==> src/rtl/data_memory_arb_pkg.sv <==
// Shared types and constants for the two-port data memory arbiter.
package data_memory_arb_pkg;

  typedef enum logic [1:0] {
    StIdle   = 2'd0,
    StAccess = 2'd1,
    StDone   = 2'd2
  } arb_state_e;

  localparam logic PORT_CPU = 1'b0;
  localparam logic PORT_AUX = 1'b1;

  localparam int unsigned DEPTH_DEFAULT = 256;

endpackage

==> src/rtl/arb_rr2.sv <==
// Two-way round-robin winner select; a tie goes to the port that did not win last.
module arb_rr2
  import data_memory_arb_pkg::*;
(
  input  logic [1:0] req_i,
  input  logic       last_i,
  output logic [1:0] gnt_o
);

  // One-hot grant from the request pair and the previous winner.
  always_comb begin
    gnt_o = 2'b00;
    unique case (req_i)
      2'b01:   gnt_o = 2'b01;
      2'b10:   gnt_o = 2'b10;
      2'b11:   gnt_o = (last_i == PORT_CPU) ? 2'b10 : 2'b01;
      default: gnt_o = 2'b00;
    endcase
  end

endmodule

==> src/rtl/data_memory_arbiter.sv <==
// Arbitrates a CPU port and an aux port onto one external data memory.
// One access in flight: IDLE -> ACCESS (grant + strobe) -> DONE (completion pulse).
module data_memory_arbiter
  import data_memory_arb_pkg::*;
#(
  parameter int unsigned DEPTH = DEPTH_DEFAULT,
  parameter int unsigned AW    = 32
) (
  input  logic          Clock,
  input  logic          Reset,
  input  logic          Req0,
  input  logic          Req1,
  input  logic          We0,
  input  logic          We1,
  input  logic [AW-1:0] Addr0,
  input  logic [AW-1:0] Addr1,
  input  logic [31:0]   WData0,
  input  logic [31:0]   WData1,
  output logic          Gnt0,
  output logic          Gnt1,
  output logic          Done0,
  output logic          Done1,
  output logic          Err0,
  output logic          Err1,
  output logic [31:0]   RData0,
  output logic [31:0]   RData1,
  output logic          MemRead,
  output logic          MemWrite,
  output logic [AW-1:0] Address,
  output logic [31:0]   Write_Data,
  input  logic [31:0]   Read_Data
);

  localparam logic [AW-1:0] DepthLim = AW'(DEPTH);

  arb_state_e    state_q, state_d;
  logic          last_q, last_d;
  logic          sel_q, sel_d;
  logic          we_q, we_d;
  logic          oor_q, oor_d;
  logic [AW-1:0] addr_q, addr_d;
  logic [31:0]   wdata_q, wdata_d;
  logic          gnt0_q, gnt0_d, gnt1_q, gnt1_d;
  logic          done0_q, done0_d, done1_q, done1_d;
  logic          err0_q, err0_d, err1_q, err1_d;
  logic          rd_q, rd_d, wr_q, wr_d;
  logic [31:0]   rdata0_q, rdata0_d, rdata1_q, rdata1_d;

  logic [1:0]    win;
  logic          win_port;
  logic          req_we;
  logic [AW-1:0] req_addr;
  logic [31:0]   req_wdata;
  logic          req_oor;

  arb_rr2 u_arb (
    .req_i  ({Req1, Req0}),
    .last_i (last_q),
    .gnt_o  (win)
  );

  // Route the winning port's request fields toward the capture registers.
  always_comb begin
    win_port  = win[1];
    req_we    = win_port ? We1 : We0;
    req_addr  = win_port ? Addr1 : Addr0;
    req_wdata = win_port ? WData1 : WData0;
    req_oor   = (req_addr >= DepthLim);
  end

  // Next-state and registered-output logic for the access sequence.
  always_comb begin
    state_d  = state_q;
    last_d   = last_q;
    sel_d    = sel_q;
    we_d     = we_q;
    oor_d    = oor_q;
    addr_d   = addr_q;
    wdata_d  = wdata_q;
    rdata0_d = rdata0_q;
    rdata1_d = rdata1_q;
    gnt0_d   = 1'b0;
    gnt1_d   = 1'b0;
    done0_d  = 1'b0;
    done1_d  = 1'b0;
    err0_d   = 1'b0;
    err1_d   = 1'b0;
    rd_d     = 1'b0;
    wr_d     = 1'b0;
    unique case (state_q)
      StIdle: begin
        if (|win) begin
          state_d = StAccess;
          last_d  = win_port;
          sel_d   = win_port;
          we_d    = req_we;
          oor_d   = req_oor;
          addr_d  = req_addr;
          wdata_d = req_wdata;
          gnt0_d  = win[0];
          gnt1_d  = win[1];
          // Out-of-range accesses still grant but never touch memory.
          rd_d    = !req_we && !req_oor;
          wr_d    = req_we && !req_oor;
        end
      end
      StAccess: begin
        state_d = StDone;
        done0_d = !sel_q;
        done1_d = sel_q;
        err0_d  = !sel_q && oor_q;
        err1_d  = sel_q && oor_q;
        if (oor_q) begin
          if (sel_q) rdata1_d = '0;
          else       rdata0_d = '0;
        end else if (!we_q) begin
          if (sel_q) rdata1_d = Read_Data;
          else       rdata0_d = Read_Data;
        end
      end
      StDone: begin
        state_d = StIdle;
      end
      default: begin
        state_d = StIdle;
      end
    endcase
  end

  // State and output registers; reset aborts any access in flight.
  always_ff @(posedge Clock) begin
    if (Reset) begin
      state_q  <= StIdle;
      last_q   <= PORT_AUX;
      sel_q    <= PORT_CPU;
      we_q     <= 1'b0;
      oor_q    <= 1'b0;
      addr_q   <= '0;
      wdata_q  <= '0;
      gnt0_q   <= 1'b0;
      gnt1_q   <= 1'b0;
      done0_q  <= 1'b0;
      done1_q  <= 1'b0;
      err0_q   <= 1'b0;
      err1_q   <= 1'b0;
      rd_q     <= 1'b0;
      wr_q     <= 1'b0;
      rdata0_q <= '0;
      rdata1_q <= '0;
    end else begin
      state_q  <= state_d;
      last_q   <= last_d;
      sel_q    <= sel_d;
      we_q     <= we_d;
      oor_q    <= oor_d;
      addr_q   <= addr_d;
      wdata_q  <= wdata_d;
      gnt0_q   <= gnt0_d;
      gnt1_q   <= gnt1_d;
      done0_q  <= done0_d;
      done1_q  <= done1_d;
      err0_q   <= err0_d;
      err1_q   <= err1_d;
      rd_q     <= rd_d;
      wr_q     <= wr_d;
      rdata0_q <= rdata0_d;
      rdata1_q <= rdata1_d;
    end
  end

  assign Gnt0       = gnt0_q;
  assign Gnt1       = gnt1_q;
  assign Done0      = done0_q;
  assign Done1      = done1_q;
  assign Err0       = err0_q;
  assign Err1       = err1_q;
  assign RData0     = rdata0_q;
  assign RData1     = rdata1_q;
  assign MemRead    = rd_q;
  assign MemWrite   = wr_q;
  assign Address    = addr_q;
  assign Write_Data = wdata_q;

endmodule

==> config.mk <==
export PLATFORM = sky130hd
export DESIGN_NAME = data_memory_arbiter
export DESIGN_NICKNAME = d
export VERILOG_FILES = /design/src/rtl/data_memory_arb_pkg.sv /design/src/rtl/arb_rr2.sv /design/src/rtl/data_memory_arbiter.sv
export SDC_FILE = /design/constraint.sdc
export NUM_CORES = 1
export LEC_CHECK = 0
export CAP_MARGIN = 20
export CORE_ASPECT_RATIO = 0.8
export CORE_MARGIN = 2
export CORE_UTILIZATION = 40
export DETAILED_ROUTE_END_ITERATION = 16
export GPL_TIMING_DRIVEN = 0
export PLACE_DENSITY = 0.84
export SETUP_SLACK_MARGIN = 0.5
export SYNTH_ARGS = -nofsm -noshare
export SYNTH_HDL_FRONTEND = slang
export SYNTH_SLANG_ARGS = --single-unit
==> constraint.sdc <==
create_clock -name Clock -period 3.5 [get_ports Clock]
set_clock_uncertainty 0.1 [all_clocks]
set_input_delay 0.7 -clock Clock [delete_from_list [all_inputs] [get_ports Clock]]
set_output_delay 0.7 -clock Clock [all_outputs]
set_load 0.1 [all_outputs]
# Yosys cells after proc, flatten, opt, wreduce, memory -nomap -nowiden
# Index checks and enable logic that the tools add are counted.
# Widths: inputs -> output; s select.
word_totals:
  output_inout_bits: 136
  in_bits: 166
  register_bits: 142
  word_cells: 60
classes:
  n_reduce_logical: 15
  magnitude_cmp: 1
  n_mux: 15
  n_eq_ne: 9
  n_bitwise: 3
ops:
  columns: ["operator", "n"]
  rows:
  - ["$mux 32", 10]
  - ["$ge 32x9->1 const B", 1]
  - ["$reduce_and 4->1", 2]
  - ["$ne 2x2->1 const B", 3]
  - ["$pmux 2 s3", 1]
  - ["$eq 2x1->1 const B", 2]
  - ["$eq 2x2->1 const B", 2]
  - ["$logic_and 1x1->1", 4]
  - ["$mux 2", 2]
  - ["$ne 2x1->1 const B", 2]
  - ["$pmux 2 s2", 1]
  - ["$reduce_or 2->1", 2]
  - ["$logic_not 1->1", 3]
  - ["$not 1->1", 3]
  - ["$reduce_or 3->1", 1]
  - ["$logic_not 2->1", 1]
  - ["$reduce_and 2->1", 1]
  - ["$reduce_bool 2->1", 1]
  - ["$mux 1", 1]

# Depth between registers and ports, before layout
depth:
  word_depth: 6
  depth_mapped: 7
  ltp_nobuf: 4

# Hierarchy
# A second synthesis with hierarchy kept.
hier_totals:
  cells_unflattened: 670
  area_unflattened_um2: 5913.2
by_module_without_submodules:
  columns: ["mod", "seq_area_each_um2", "cells_each", "n_inst", "area_each_um2"]
  rows:
  - ["data_memory_arbiter", 2842.7, 667, 1, 5894.4]
  - ["arb_rr2", 0.0, 3, 1, 18.8]

# Worst setup path before layout
# Ideal clock, no wire load.
synth_timing:
  path_type: "input -> register"
  start: "in Addr0[9]"
  end: "reg rd_q (netlist: MemRead)"
  t_required_ps: 3296
  stages: 4
  path_buffers: 0
  slack_ps: 1569
  setup_ps: 104
  arrival_ps: 1728
  cell_sequence: "nor4_2 > nand4_1 > or3_4 > a2111oi_2"
synth_between:
  elab_chain_cells: 4
synth_rtl:
  columns: ["element", "line", "source"]
  rows:
  - ["start, declared", "data_memory_arbiter.sv:15", "input logic [AW-1:0] Addr0,"]
  - ["$mux 32", "data_memory_arbiter.sv:66", "req_addr = win_port ? Addr1 : Addr0;"]
  - ["$ge 32x9->1", "data_memory_arbiter.sv:68", "req_oor = (req_addr >= DepthLim);"]
  - ["$logic_not 1->1", "data_memory_arbiter.sv:103", "rd_d = !req_we && !req_oor;"]
  - ["$logic_and 1x1->1", "data_memory_arbiter.sv:103", null]
  - ["end signal, assigned", "data_memory_arbiter.sv:164", "rd_q <= rd_d;"]
  - ["end, declared", "data_memory_arbiter.sv:46", "logic rd_q, rd_d, wr_q, wr_d;"]
# Every way passes these cells.
# A chain may end at the register's enable or synchronous reset.

# Final worst setup path
layout_timing:
  start: "reg addr_q[30] (netlist: Address[30])"
  end: "out Address[30]"
layout_lines:
  columns: ["element", "line", "source"]
  rows:
  - ["start, declared", "data_memory_arbiter.sv:41", "logic [AW-1:0] addr_q, addr_d;"]
  - ["start signal, assigned", "data_memory_arbiter.sv:156", "addr_q <= addr_d;"]
  - ["end, declared", "data_memory_arbiter.sv:29", "output logic [AW-1:0] Address,"]
# No word-level cell between the ends.

==> results.sh <==
export IMPL_fillers=1170
export IMPL_clk_latency_ps=400
export IMPL_firstDrtPassIters=5
export IMPL_cts_buffers_inserted=17
export IMPL_critPathBufInv=1
export IMPL_die_area_sq_um=15500
export IMPL_core_area_sq_um=14200
export IMPL_hold_viol_final=0
export IMPL_r2r_end="RData0[2]$_SDFFE_PP0P_"
export IMPL_post_route_period_util_pct=79.7
export IMPL_holdBufCountCts=0
export IMPL_hold_start="RData0[3]$_SDFFE_PP0P_"
export IMPL_cts_tree="done"
export IMPL_post_cts_buffers=0
export IMPL_worst_ir_drop_vdd_mv=0.328
export IMPL_num_rows=39
export IMPL_power_mw=5.49
export IMPL_overflow=0
export IMPL_powerDensity_nw_per_um2=566
export IMPL_leakage_nw=3.55
export IMPL_grt_setup_unrepaired="no"
export IMPL_regToRegSetupSlack_ps=1560
export IMPL_fmax_ghz=0.358
export IMPL_max_cap_violations=0
export IMPL_fin_setup_tns_ps=0
export IMPL_nets=1229
export IMPL_place_gp_congestion=0.928
export IMPL_cp_slowest_stage_delay_ps=1240
export IMPL_setup_viol_count_final=0
export IMPL_rr_worst_depth=6
export IMPL_synth_flop_cell="dfxtp_1"
export IMPL_maxSlewViolCount=0
export IMPL_vias=6526
export IMPL_yosys_top_cells_count="nand2_1 (263), dfxtp_1 (142), nor2_1 (69)"
export IMPL_synth_cells=743
export IMPL_path_clk_slew_ps=60
export IMPL_synth_area_per_cell_sq_um=7.83
export IMPL_cp_slowest_cell="clkdlybuf4s50_1"
export IMPL_die_w_microns=139
export IMPL_hold_depth=2
export IMPL_path_delay_family="buffers and inverters"
export IMPL_wl_per_cell_microns=16.8
export IMPL_drive_gt1_share_pct=6.05
export IMPL_yosysSeqAreaShare_pct=48.9
export IMPL_grt_usage_pct=26.7
export IMPL_hold_end="RData0[3]$_SDFFE_PP0P_"
export IMPL_ant_nets=0
export IMPL_h_tree_depth=4
export IMPL_yosysUniqueCellTypes=30
export IMPL_critPathKind="flip-flop to primary output"
export IMPL_ys_warn_count=0
export IMPL_timing_rr_start="oor_q$_SDFFE_PP0P_"
export IMPL_critPathLaunchType="flip-flop"
export IMPL_drt_wl_total_mm=21.2
export IMPL_first_global_vias=6390
export IMPL_grt_pass1_wl_mm=33.1
export IMPL_cts_buffer_depth=2
export IMPL_antenna_found_initial=0
export IMPL_synth_seq_cells=142
export IMPL_crit_arrival_ps=1990
export IMPL_cts_root_buf="clkbuf_16"
export IMPL_synthesis_nets=909
export IMPL_crit_fanout=2
export IMPL_hold_path_class="flip-flop to flip-flop"
export IMPL_slew_headroom_pct=23.8
export IMPL_drc=0
export IMPL_yosysTopAreaCell="dfxtp_1"
export IMPL_worst_pin_slew_ps=1140
export IMPL_end_kind="primary output"
export IMPL_antenna_cells=0
export IMPL_status="finished clean"
export IMPL_synth_edf_count=0
export IMPL_synth_async_reset_ratio_pct=0
export IMPL_cts_sinks=142
export IMPL_die_h_microns=112
export IMPL_cp_required_ps=2700
export IMPL_num_io_pins=302
export IMPL_port_buffers=301
export IMPL_synth_top_area_share_pct=48.9
export IMPL_ctsResizeCount=0
export IMPL_syn2layout_area_growth_pct=66.8
export IMPL_start_util_pct=40.8
export IMPL_yosysMostFrequentCell="nand2_1"
export IMPL_crit_chain="clkdlybuf4s50_1"
export IMPL_netlist_area_sq_um=5810
export IMPL_via_per_inst=5.18
export IMPL_grt_max_degree=17
export IMPL_period_needed_ps=2790
export IMPL_dr_first_iter_drc_count=341
export IMPL_dp_hpwl_mm=16.2
export IMPL_synth_area_top_cells="dfxtp_1 (49%), nand2_1 (17%), a311oi_1 (9.6%)"
## where the power goes
part           internal, mW  total [mW]  switching, mW
Combinational         0.490        1.71           1.22
Clock                  1.23        1.97          0.740
Sequential             1.74        1.81         0.0691
Total                  3.46        5.49           2.03
## final cells by class
cell class | instances | area, sq um | area share, %
flip-flops and latches | 142 | 2840 | 29.3
clock inverters | 13 | 200 | 2.06
multi-input cells | 539 | 2690 | 27.8
repair buffers | 301 | 3010 | 31.1
inverters | 1 | 3.75 | 0.0387
plain buffers | 61 | 275 | 2.84
well taps | 184 | 230 | 2.37
clock buffers | 18 | 439 | 4.53
## per-stage QoR
| stage | std cells | instance area (sq um) | hold slack, ps | utilization (%) | setup slack, ps |
|---|---|---|---|---|---|
| after global routing | 1259 | 9700 | 371 | 68.1 | 683 |
| final | 1259 | 9700 | 353 | 68.1 | 709 |
| after global placement | 1228 | 9060 | 342 | 63.6 | 841 |
| after CTS | 1259 | 9700 | 354 | 68.1 | 703 |
| after detailed placement | 1228 | 9060 | 346 | 63.6 | 816 |
| after floorplan | 743 | 5810 | 373 | - | 1570 |
## state kept, by name, summed over array words and instances, names as in the netlist
register,cells
MemWrite,1
Address,32
oor_q,1
RData0,32
we_q,1
last_q,1
MemRead,1
sel_q,1
Gnt0,1
Err1,1
Done0,1
Write_Data,32
Gnt1,1
state_q,2
RData1,32
Err0,1
Done1,1
## placed cells by master (no fill, tap or decap), types with 2 or more instances in the layout
cell type / instances
clkdlybuf4s50_1: 301
nand2_1: 263
dfxtp_1: 142
nor2_1: 69
a21oi_1: 65
a311oi_1: 64
clkbuf_1: 36
nor2b_1: 32
buf_2: 19
nor4_1: 17
clkbuf_16: 17
inv_6: 7
buf_4: 6
nor4_2: 4
bufinv_16: 4
nand4_1: 3
nor3_1: 3
nand2b_1: 2
and2_1: 2
a2111oi_2: 2
## cell families after synthesis
family | count (synthesis) | synth area share, %
AO/OA/AOI/OAI | 135 | 16.3
flip-flops | 142 | 48.9
AND/OR/NAND/NOR | 403 | 29.8
multiplexers | 1 | 0.172
buffers and inverters | 62 | 4.80
## metal layers
layer / global-route usage [%] / part of all wire (%) / wire length [microns] / vias up
li1: - / - / - / 3181
met1: 31.5 / 40 / 8400 / 3006
met2: 45.6 / 48 / 10200 / 294
met3: 8.47 / 8.8 / 1870 / 45
met4: 10.5 / 3.2 / 678 / 0
met5: 0 / 0 / 0 / -
## how the worst max path moves through the flow
stage | startpoint | endpoint | cells after the start
after detailed placement | Req1 | MemWrite$_SDFF_PP0_ | 5
after global routing | Address[30]$_SDFFE_PP0P_ | Address[30] | 1
after global placement | Req1 | Address[12]$_SDFFE_PP0P_ | 6
after floorplan | Addr0[9] | MemRead$_SDFF_PP0_ | 4
after CTS | Address[30]$_SDFFE_PP0P_ | Address[30] | 1
final | Address[30]$_SDFFE_PP0P_ | Address[30] | 1
(Power assumes the default switching activity.)
